--- config.mk ---
export PLATFORM = sky130hd
export DESIGN_NAME = cruise_button_conditioner
export DESIGN_NICKNAME = d
export VERILOG_FILES = /design/src/rtl/cruise_button_conditioner.sv
export SDC_FILE = /design/constraint.sdc
export NUM_CORES = 1
export LEC_CHECK = 0
export ABC_AREA = 1
export CAP_MARGIN = 20
export CORE_ASPECT_RATIO = 2
export CORE_MARGIN = 10
export CORE_UTILIZATION = 50
export DETAILED_ROUTE_END_ITERATION = 6
export GPL_ROUTABILITY_DRIVEN = 0
export PLACE_DENSITY = 0.77
export SYNTH_ARGS = -nofsm -noshare
export SYNTH_HDL_FRONTEND = slang
export SYNTH_SLANG_ARGS = --single-unit
--- constraint.sdc ---
create_clock -name clk -period 1.1 [get_ports clk]
set_clock_uncertainty 0.15 [all_clocks]
set_input_delay 0.275 -clock clk [delete_from_list [all_inputs] [get_ports clk]]
set_output_delay 0.275 -clock clk [all_outputs]
set_load 0.02 [all_outputs]
--- src/rtl/cruise_button_conditioner.sv ---
// Cruise-control stalk/pedal conditioner: 2-flop sync, per-input debounce, edge-to-pulse,
// priority arbitration and brake/conflict gating. Define CRUISE_AUTOREPEAT_EN for accel/coast auto-repeat.
module cruise_button_conditioner #(
  parameter int unsigned DB_CYCLES    = 4,
  parameter int unsigned REPEAT_DELAY = 16,
  parameter int unsigned REPEAT_RATE  = 4
) (
  input  logic clk,
  input  logic reset,
  input  logic raw_set,
  input  logic raw_accel,
  input  logic raw_coast,
  input  logic raw_cancel,
  input  logic raw_resume,
  input  logic raw_brake,
  input  logic raw_throttle,
  output logic set,
  output logic accel,
  output logic coast,
  output logic cancel,
  output logic resume,
  output logic brake,
  output logic throttle,
  output logic conflict
);

  // Bit positions shared by the raw, debounced and command vectors.
  localparam int I_SET      = 0;
  localparam int I_ACCEL    = 1;
  localparam int I_COAST    = 2;
  localparam int I_CANCEL   = 3;
  localparam int I_RESUME   = 4;
  localparam int I_BRAKE    = 5;
  localparam int I_THROTTLE = 6;
  localparam int N_IN       = 7;
  localparam int N_CMD      = 5;

  if (DB_CYCLES < 2 || DB_CYCLES > 255 || REPEAT_DELAY < 2 || REPEAT_DELAY > 1023 ||
      REPEAT_RATE < 2 || REPEAT_RATE > 1023) begin : g_param_check
    $error("cruise_button_conditioner: parameter out of range");
  end

  localparam logic [7:0] DB_LAST = 8'(DB_CYCLES - 1);

  logic [N_IN-1:0]  raw_w;
  logic [N_IN-1:0]  sync1_q, sync2_q, db_q;
  logic [7:0]       db_cnt_q [N_IN];
  logic [N_CMD-1:0] db_prev_q, rise_q;
  logic [N_CMD-1:0] cand_w, grant_w, cmd_q;
  logic [1:0]       rep_fire_w;
  logic             brake_q, throttle_q, conflict_q;
  logic             brake_db_w, conflict_db_w;

  assign raw_w = {raw_throttle, raw_brake, raw_resume, raw_cancel, raw_coast, raw_accel, raw_set};
  assign brake_db_w    = db_q[I_BRAKE];
  assign conflict_db_w = db_q[I_ACCEL] & db_q[I_COAST];

  // Synchronize and debounce every input; a debounced level only flips after DB_CYCLES
  // consecutive disagreeing samples, any agreeing sample restarts the count.
  // NOTE: sequential state uses non-blocking assignments so every flop samples pre-edge values.
  always_ff @(posedge clk or negedge reset) begin
    if (!reset) begin
      sync1_q   <= '0;
      sync2_q   <= '0;
      db_q      <= '0;
      db_prev_q <= '0;
      rise_q    <= '0;
      // NOTE: the counter array is a handful of flops, not a RAM, so it is reset like any register.
      for (int i = 0; i < N_IN; i++) db_cnt_q[i] <= '0;
    end else begin
      sync1_q   <= raw_w;
      sync2_q   <= sync1_q;
      db_prev_q <= db_q[N_CMD-1:0];
      rise_q    <= db_q[N_CMD-1:0] & ~db_prev_q;
      for (int i = 0; i < N_IN; i++) begin
        if (sync2_q[i] == db_q[i]) begin
          db_cnt_q[i] <= '0;
        end else if (db_cnt_q[i] == DB_LAST) begin
          db_q[i]     <= ~db_q[i];
          db_cnt_q[i] <= '0;
        end else begin
          db_cnt_q[i] <= db_cnt_q[i] + 8'd1;
        end
      end
    end
  end

  // Gate candidates by brake/conflict, then keep only the highest-priority one.
  // NOTE: every always_comb output gets a default first so no path can infer a latch.
  always_comb begin
    cand_w           = '0;
    cand_w[I_CANCEL] = rise_q[I_CANCEL];
    cand_w[I_SET]    = rise_q[I_SET]    & ~brake_db_w;
    cand_w[I_RESUME] = rise_q[I_RESUME] & ~brake_db_w;
    cand_w[I_ACCEL]  = (rise_q[I_ACCEL] | rep_fire_w[0]) & ~brake_db_w & ~conflict_db_w;
    cand_w[I_COAST]  = (rise_q[I_COAST] | rep_fire_w[1]) & ~brake_db_w & ~conflict_db_w;

    grant_w = '0;
    if      (cand_w[I_CANCEL]) grant_w[I_CANCEL] = 1'b1;
    else if (cand_w[I_SET])    grant_w[I_SET]    = 1'b1;
    else if (cand_w[I_RESUME]) grant_w[I_RESUME] = 1'b1;
    else if (cand_w[I_ACCEL])  grant_w[I_ACCEL]  = 1'b1;
    else if (cand_w[I_COAST])  grant_w[I_COAST]  = 1'b1;
  end

`ifdef CRUISE_AUTOREPEAT_EN
  typedef enum logic [1:0] {RPT_IDLE, RPT_DELAY, RPT_REPEAT} rpt_state_e;

  localparam logic [9:0] RPT_DELAY_N = 10'(REPEAT_DELAY);
  localparam logic [9:0] RPT_RATE_N  = 10'(REPEAT_RATE);

  rpt_state_e rpt_state_q [2];
  logic [9:0] rpt_cnt_q   [2];
  logic [1:0] rpt_abort_w;

  // Slot 0 repeats accel, slot 1 repeats coast; the count is cycles since the last pulse slot.
  always_comb begin
    rpt_abort_w = '0;
    rep_fire_w  = '0;
    for (int r = 0; r < 2; r++) begin
      rpt_abort_w[r] = ~db_q[I_ACCEL + r] | brake_db_w | conflict_db_w;
      rep_fire_w[r]  = ~rpt_abort_w[r] &
                       ((rpt_state_q[r] == RPT_DELAY  && rpt_cnt_q[r] == RPT_DELAY_N) ||
                        (rpt_state_q[r] == RPT_REPEAT && rpt_cnt_q[r] == RPT_RATE_N));
    end
  end

  // A repeat slot restarts the interval even when arbitration drops its pulse, so timing never slips.
  always_ff @(posedge clk or negedge reset) begin
    if (!reset) begin
      for (int r = 0; r < 2; r++) begin
        rpt_state_q[r] <= RPT_IDLE;
        rpt_cnt_q[r]   <= '0;
      end
    end else begin
      for (int r = 0; r < 2; r++) begin
        if (rpt_abort_w[r]) begin
          rpt_state_q[r] <= RPT_IDLE;
          rpt_cnt_q[r]   <= '0;
        end else begin
          case (rpt_state_q[r])
            RPT_IDLE: begin
              if (grant_w[I_ACCEL + r]) begin
                rpt_state_q[r] <= RPT_DELAY;
                rpt_cnt_q[r]   <= 10'd1;
              end
            end
            RPT_DELAY: begin
              if (rep_fire_w[r]) begin
                rpt_state_q[r] <= RPT_REPEAT;
                rpt_cnt_q[r]   <= 10'd1;
              end else if (rpt_cnt_q[r] != 10'h3FF) begin
                rpt_cnt_q[r] <= rpt_cnt_q[r] + 10'd1;
              end
            end
            RPT_REPEAT: begin
              if (rep_fire_w[r]) begin
                rpt_cnt_q[r] <= 10'd1;
              end else if (rpt_cnt_q[r] != 10'h3FF) begin
                rpt_cnt_q[r] <= rpt_cnt_q[r] + 10'd1;
              end
            end
            default: begin
              rpt_state_q[r] <= RPT_IDLE;
              rpt_cnt_q[r]   <= '0;
            end
          endcase
        end
      end
    end
  end
`else
  assign rep_fire_w = '0;
`endif

  always_ff @(posedge clk or negedge reset) begin
    if (!reset) begin
      cmd_q      <= '0;
      brake_q    <= 1'b0;
      throttle_q <= 1'b0;
      conflict_q <= 1'b0;
    end else begin
      cmd_q      <= grant_w;
      brake_q    <= db_q[I_BRAKE];
      throttle_q <= db_q[I_THROTTLE];
      conflict_q <= conflict_db_w;
    end
  end

  assign set      = cmd_q[I_SET];
  assign accel    = cmd_q[I_ACCEL];
  assign coast    = cmd_q[I_COAST];
  assign cancel   = cmd_q[I_CANCEL];
  assign resume   = cmd_q[I_RESUME];
  assign brake    = brake_q;
  assign throttle = throttle_q;
  assign conflict = conflict_q;

endmodule

Word level (Yosys, flattened, before mapping)
Index checks and enable logic that the tools add are counted.
{ "word_totals": {"regBits": 95, "input_bits": 9, "out_inout_bits": 8, "word_cells": 99} }
{ "classes": {"addsub": 7, "eq_ne": 14, "muxes": 25, "bitwise": 24, "reduce_logical": 7} }
{ "ops": {"columns": ["cell", "count"], "rows": [
  ["8-bit two-way mux", 14],
  ["8-bit by 1-bit adder with 8-bit output (second input constant)", 7],
  ["8-bit by 2-bit == test with 1-bit output (second input constant)", 7],
  ["1-bit inverter", 15],
  ["2-bit AND reduction", 7],
  ["1-bit two-way mux", 8],
  ["1-bit bitwise AND", 7],
  ["1-bit == test", 7],
  ["5-bit bitwise AND", 1],
  ["5-bit inverter", 1],
  ["2-bit two-way mux", 2],
  ["3-bit two-way mux", 1]
]} }

Depth between registers and ports, before layout
{ "depth": {"word_depth": 8, "ltp_mapped": 7, "depth_no_buf": 7} }

Worst setup path before layout
Ideal clock, no wire load.
{ "synth_timing": {"path_type": "register -> register", "start": "register db_cnt_q[40] in the netlist's numbering", "end": "register db_cnt_q[40] in the netlist's numbering", "setup_ns": 0.122, "arrival_ns": 0.960, "t_required_ns": 0.828, "setup_slack_ns": -0.132, "stages_incl_launch_ff": 6, "path_buffers": 0, "period_less_slack_ns": 1.232, "path_cell_list": "dfrtp_1 ha_1 nor3b_1 nand2_1 nand2_1 nor2_1"} }
{ "synth_via": {"elab_chain_len": 3, "elab_cells_between_ends": 4, "cone_classes": "add/sub: 1; eq/ne: 1; mux: 2"} }
{ "synth_rtl": {"columns": ["element", "line", "source"], "rows": [
  ["start, declared", "47", "logic [7:0] db_cnt_q [N_IN];"],
  ["start signal, assigned by index", "82", "db_cnt_q[i] <= db_cnt_q[i] + 8'd1;"],
  ["8-bit by 1-bit adder with 8-bit output or 8-bit by 2-bit == test with 1-bit output (tied branches)", "82, 78", null],
  ["8-bit two-way mux *", "78", "end else if (db_cnt_q[i] == DB_LAST) begin"],
  ["8-bit two-way mux *", "76", "if (sync2_q[i] == db_q[i]) begin"]
]} }
Every way passes the cells marked *; elsewhere a longest branch is shown, timed or not.
A chain may end at the register's enable or synchronous reset.

Worst setup path after layout
{ "layout_timing": {"start": "register db_cnt_q[41] in the netlist's numbering", "end": "register db_cnt_q[42] in the netlist's numbering"} }
Same word-level chain as after synthesis.

==> out/metrics.cfg <==
[floorplan]
chipWidth_microns=85.0
initial_utilization_pct=51.3
die_h_microns=150
ios=17
die_area_sq_um=12700
coreArea_sq_um=8230
rows=47

[cts]
clockRootBuffer=clkbuf_16
numCtsBuffers=9
clk_pin_slew_ns=0.07
cts.sinks=95
cts_tree=done
clk_latency_ns=0.35
cts_buffer_depth=2
htreeDepth=3

[sta]
slew_viol_final=0
setup_viol=71
min_period_ns=1.36
max_slew.worst_pin.slew_ns=0.328
grt_setup_unrepaired=yes
setup_ws_ns=-0.263
hold_viol_final=0
tns_ns=-10.98
max_slew_margin_pct=78.1
max_freq_ghz=0.734
fin_crit_sh_pct=124

[logic_synthesis]
async_reset_ff_share_pct=100
ys_seq_area_share_pct=56.3
synth_common_cells=nand2_1 (119), nor2_1 (101), dfrtp_1 (95), inv_1 (63), nand3_1 (36)
syn_area_per_cell_sq_um=8.70
yosys-top-cells-area=dfrtp_1 (56%), nand2_1 (11%), nor2_1 (9.0%)
synth_edf_count=0
syn_nets=508
yosysTopAreaCell=dfrtp_1
synth_cells=485
synthFlopType=dfrtp_1
ys_ff_latch=95
ys_types=18
synth_most_common_cell=nand2_1
ys_warn_count=0
synthesis.area_sq_um=4220
synth_top_area_share_pct=56.3

[place]
place_hpwl_microns=5800
port_buffers=16
post_dp_cell_area_sq_um=5050
pre_cts_slack_ns=-0.239

[routing]
routed_wl_microns=11100
wire_per_inst_microns=15.6
drtIter0Drc=226
dr.pass1.iters=4
met3_wirelength_microns=341
ant_nets=0
viasPerCell=5.11
route.detailed.drc=0
top_layer=met4
dr_total_vias=3625
wl_met1_microns=3970
met2_wirelength_microns=6510

[power_and_ir_drop]
power_density_nw_per_um2=2020
switchingPower_mw=4.49
p_leak_nw=2.88
intPower_mw=8.32
clockPowerShare_pct=23.5
ir_drop_v=0.00124
pwr-share-seq_pct=39.2
power_mw=12.8
combPwrFrac_pct=37.3
swShare_pct=35.0

[finish]
utilization_pct=77.2
n_antenna_cell=0
drive_above_1_share_pct=44.3
syn_to_final_growth_pct=50.5
nets=632
post-route-cell-area_sq_um=6350

[setup_path]
critPathArrivalTime_ns=1.45
slowest_stage=dfrtp_1
max_stage_delay_ns=0.43
path_class=reg2reg
crit_path_frequent_cell=nand2_1
crit_fanout=3
cp-start-kind=flip-flop
path_buf_inv=0
crit_family=simple AND/OR/NAND/NOR gates
end_kind=flip-flop
path_cells=ha_2 -> nor3b_4 -> nand2_1 -> nand2_1 -> nor2_1
critPathRequiredTime_ns=1.19

[grt]
antenna_found_initial=0
grt.overflow.total=0
grt_pass1_wl_microns=15400
grt_max_degree=59
track_usage_pct=14.7
grt_pass1_vias=3728

[hold_path]
hold_path.class=reg2reg

[status]
violations=negative setup slack
outcome=finished, violations left

[flow_run]
maxCapViolCount=0

power by group through the flow:
stage	logic, mW	clock network, mW	registers, mW
floorplan	1.33	0	4.86
global placement	2.76	0	4.70
global route	5.18	3.19	5.10
finish	4.78	3.01	5.02
CTS	3.51	3.05	4.77
detailed placement	2.88	0	4.74
final cells by class:
| type | instances | area [sq um] |
|---|---|---|
| Timing Repair Buffer | 113 | 990 |
| Fill cell | 463 | 1880 |
| Sequential cell | 95 | 2400 |
| Tap cell | 98 | 123 |
| Inverter | 63 | 244 |
| Clock inverter | 4 | 48.8 |
| Multi-Input combinational cell | 327 | 2320 |
| Clock buffer | 10 | 229 |
through the flow:
step / hold WS, ns / std cells
3_3_place_gp: 0.115 / 667
4_1_cts: 0.199 / 696
3_5_place_dp: 0.120 / 667
5_1_grt: 0.212 / 710
6_report: 0.197 / 710
2_1_floorplan: -0.171 / 485
state kept, by name, summed over array words and instances (netlist names):
signal	flops
db_prev_q	5
brake	1
db_cnt_q	56
rise_q	5
sync2_q	7
conflict	1
cmd_q	5
throttle	1
sync1_q	7
db_q	7
final timing paths:
check / startpoint / to / slack (ns) / cells past startpoint
setup / recovery: db_cnt_q[41]$_DFF_PN0_ / db_cnt_q[42]$_DFF_PN0_ / -0.26 / 5
hold / removal: sync1_q[4]$_DFF_PN0_ / sync2_q[4]$_DFF_PN0_ / 0.20 / 0
setup reg to reg: db_cnt_q[41]$_DFF_PN0_ / db_cnt_q[42]$_DFF_PN0_ / -0.26 / 5
hold reg to reg: sync1_q[4]$_DFF_PN0_ / sync2_q[4]$_DFF_PN0_ / 0.20 / 0
max in group asynchronous: reset / db_cnt_q[2]$_DFF_PN0_ / 0.17 / 3
min in group asynchronous: reset / db_cnt_q[38]$_DFF_PN0_ / 0.30 / 3
cell usage in the layout, fill, tap and decap left out, types with 3 or more instances in the layout:
master	n
ha_2	5
nand2_4	11
buf_4	75
xor2_2	7
xor2_1	12
nand3_2	11
clkdlybuf4s50_1	7
nor2_1	59
inv_1	55
inv_4	3
o21ai_2	4
nor2_2	29
ha_4	9
clkbuf_16	9
nand3_4	8
nand2_2	23
dfrtp_2	15
inv_2	5
nand3_1	17
a21oi_1	3
buf_6	29
nor2_4	16
dfrtp_1	80
nand2_1	94
xnor2_1	6
metal layers:
| layer | GRT usage (%) | vias to the layer above |
|---|---|---|
| li1 | - | 1715 |
| met1 | 13.8 | 1815 |
| met2 | 27.9 | 72 |
| met3 | 4.03 | 23 |
| met4 | 7.28 | 0 |
| met5 | 0 | - |
cells by family (layout without fill, tap and decap cells):
group,count (synthesis),in the layout,share of synthesized area (%)
buf+inv,63,190,5.60
simple gates,275,275,26.7
compound gates,10,10,1.25
fa+ha+maj,14,14,4.15
xor+xnor,28,28,5.99
flops,95,95,56.3
repair_timing:
item	4_1_cts	5_1_grt
setup endpoints to repair	73	74
hold endpoints to repair	95	0
setup buffers	15	16
pin swaps	49	72
resized for setup	114	141
gates cloned	0	0
hold buffers	1	0
Power figures use the tool's default switching activity.
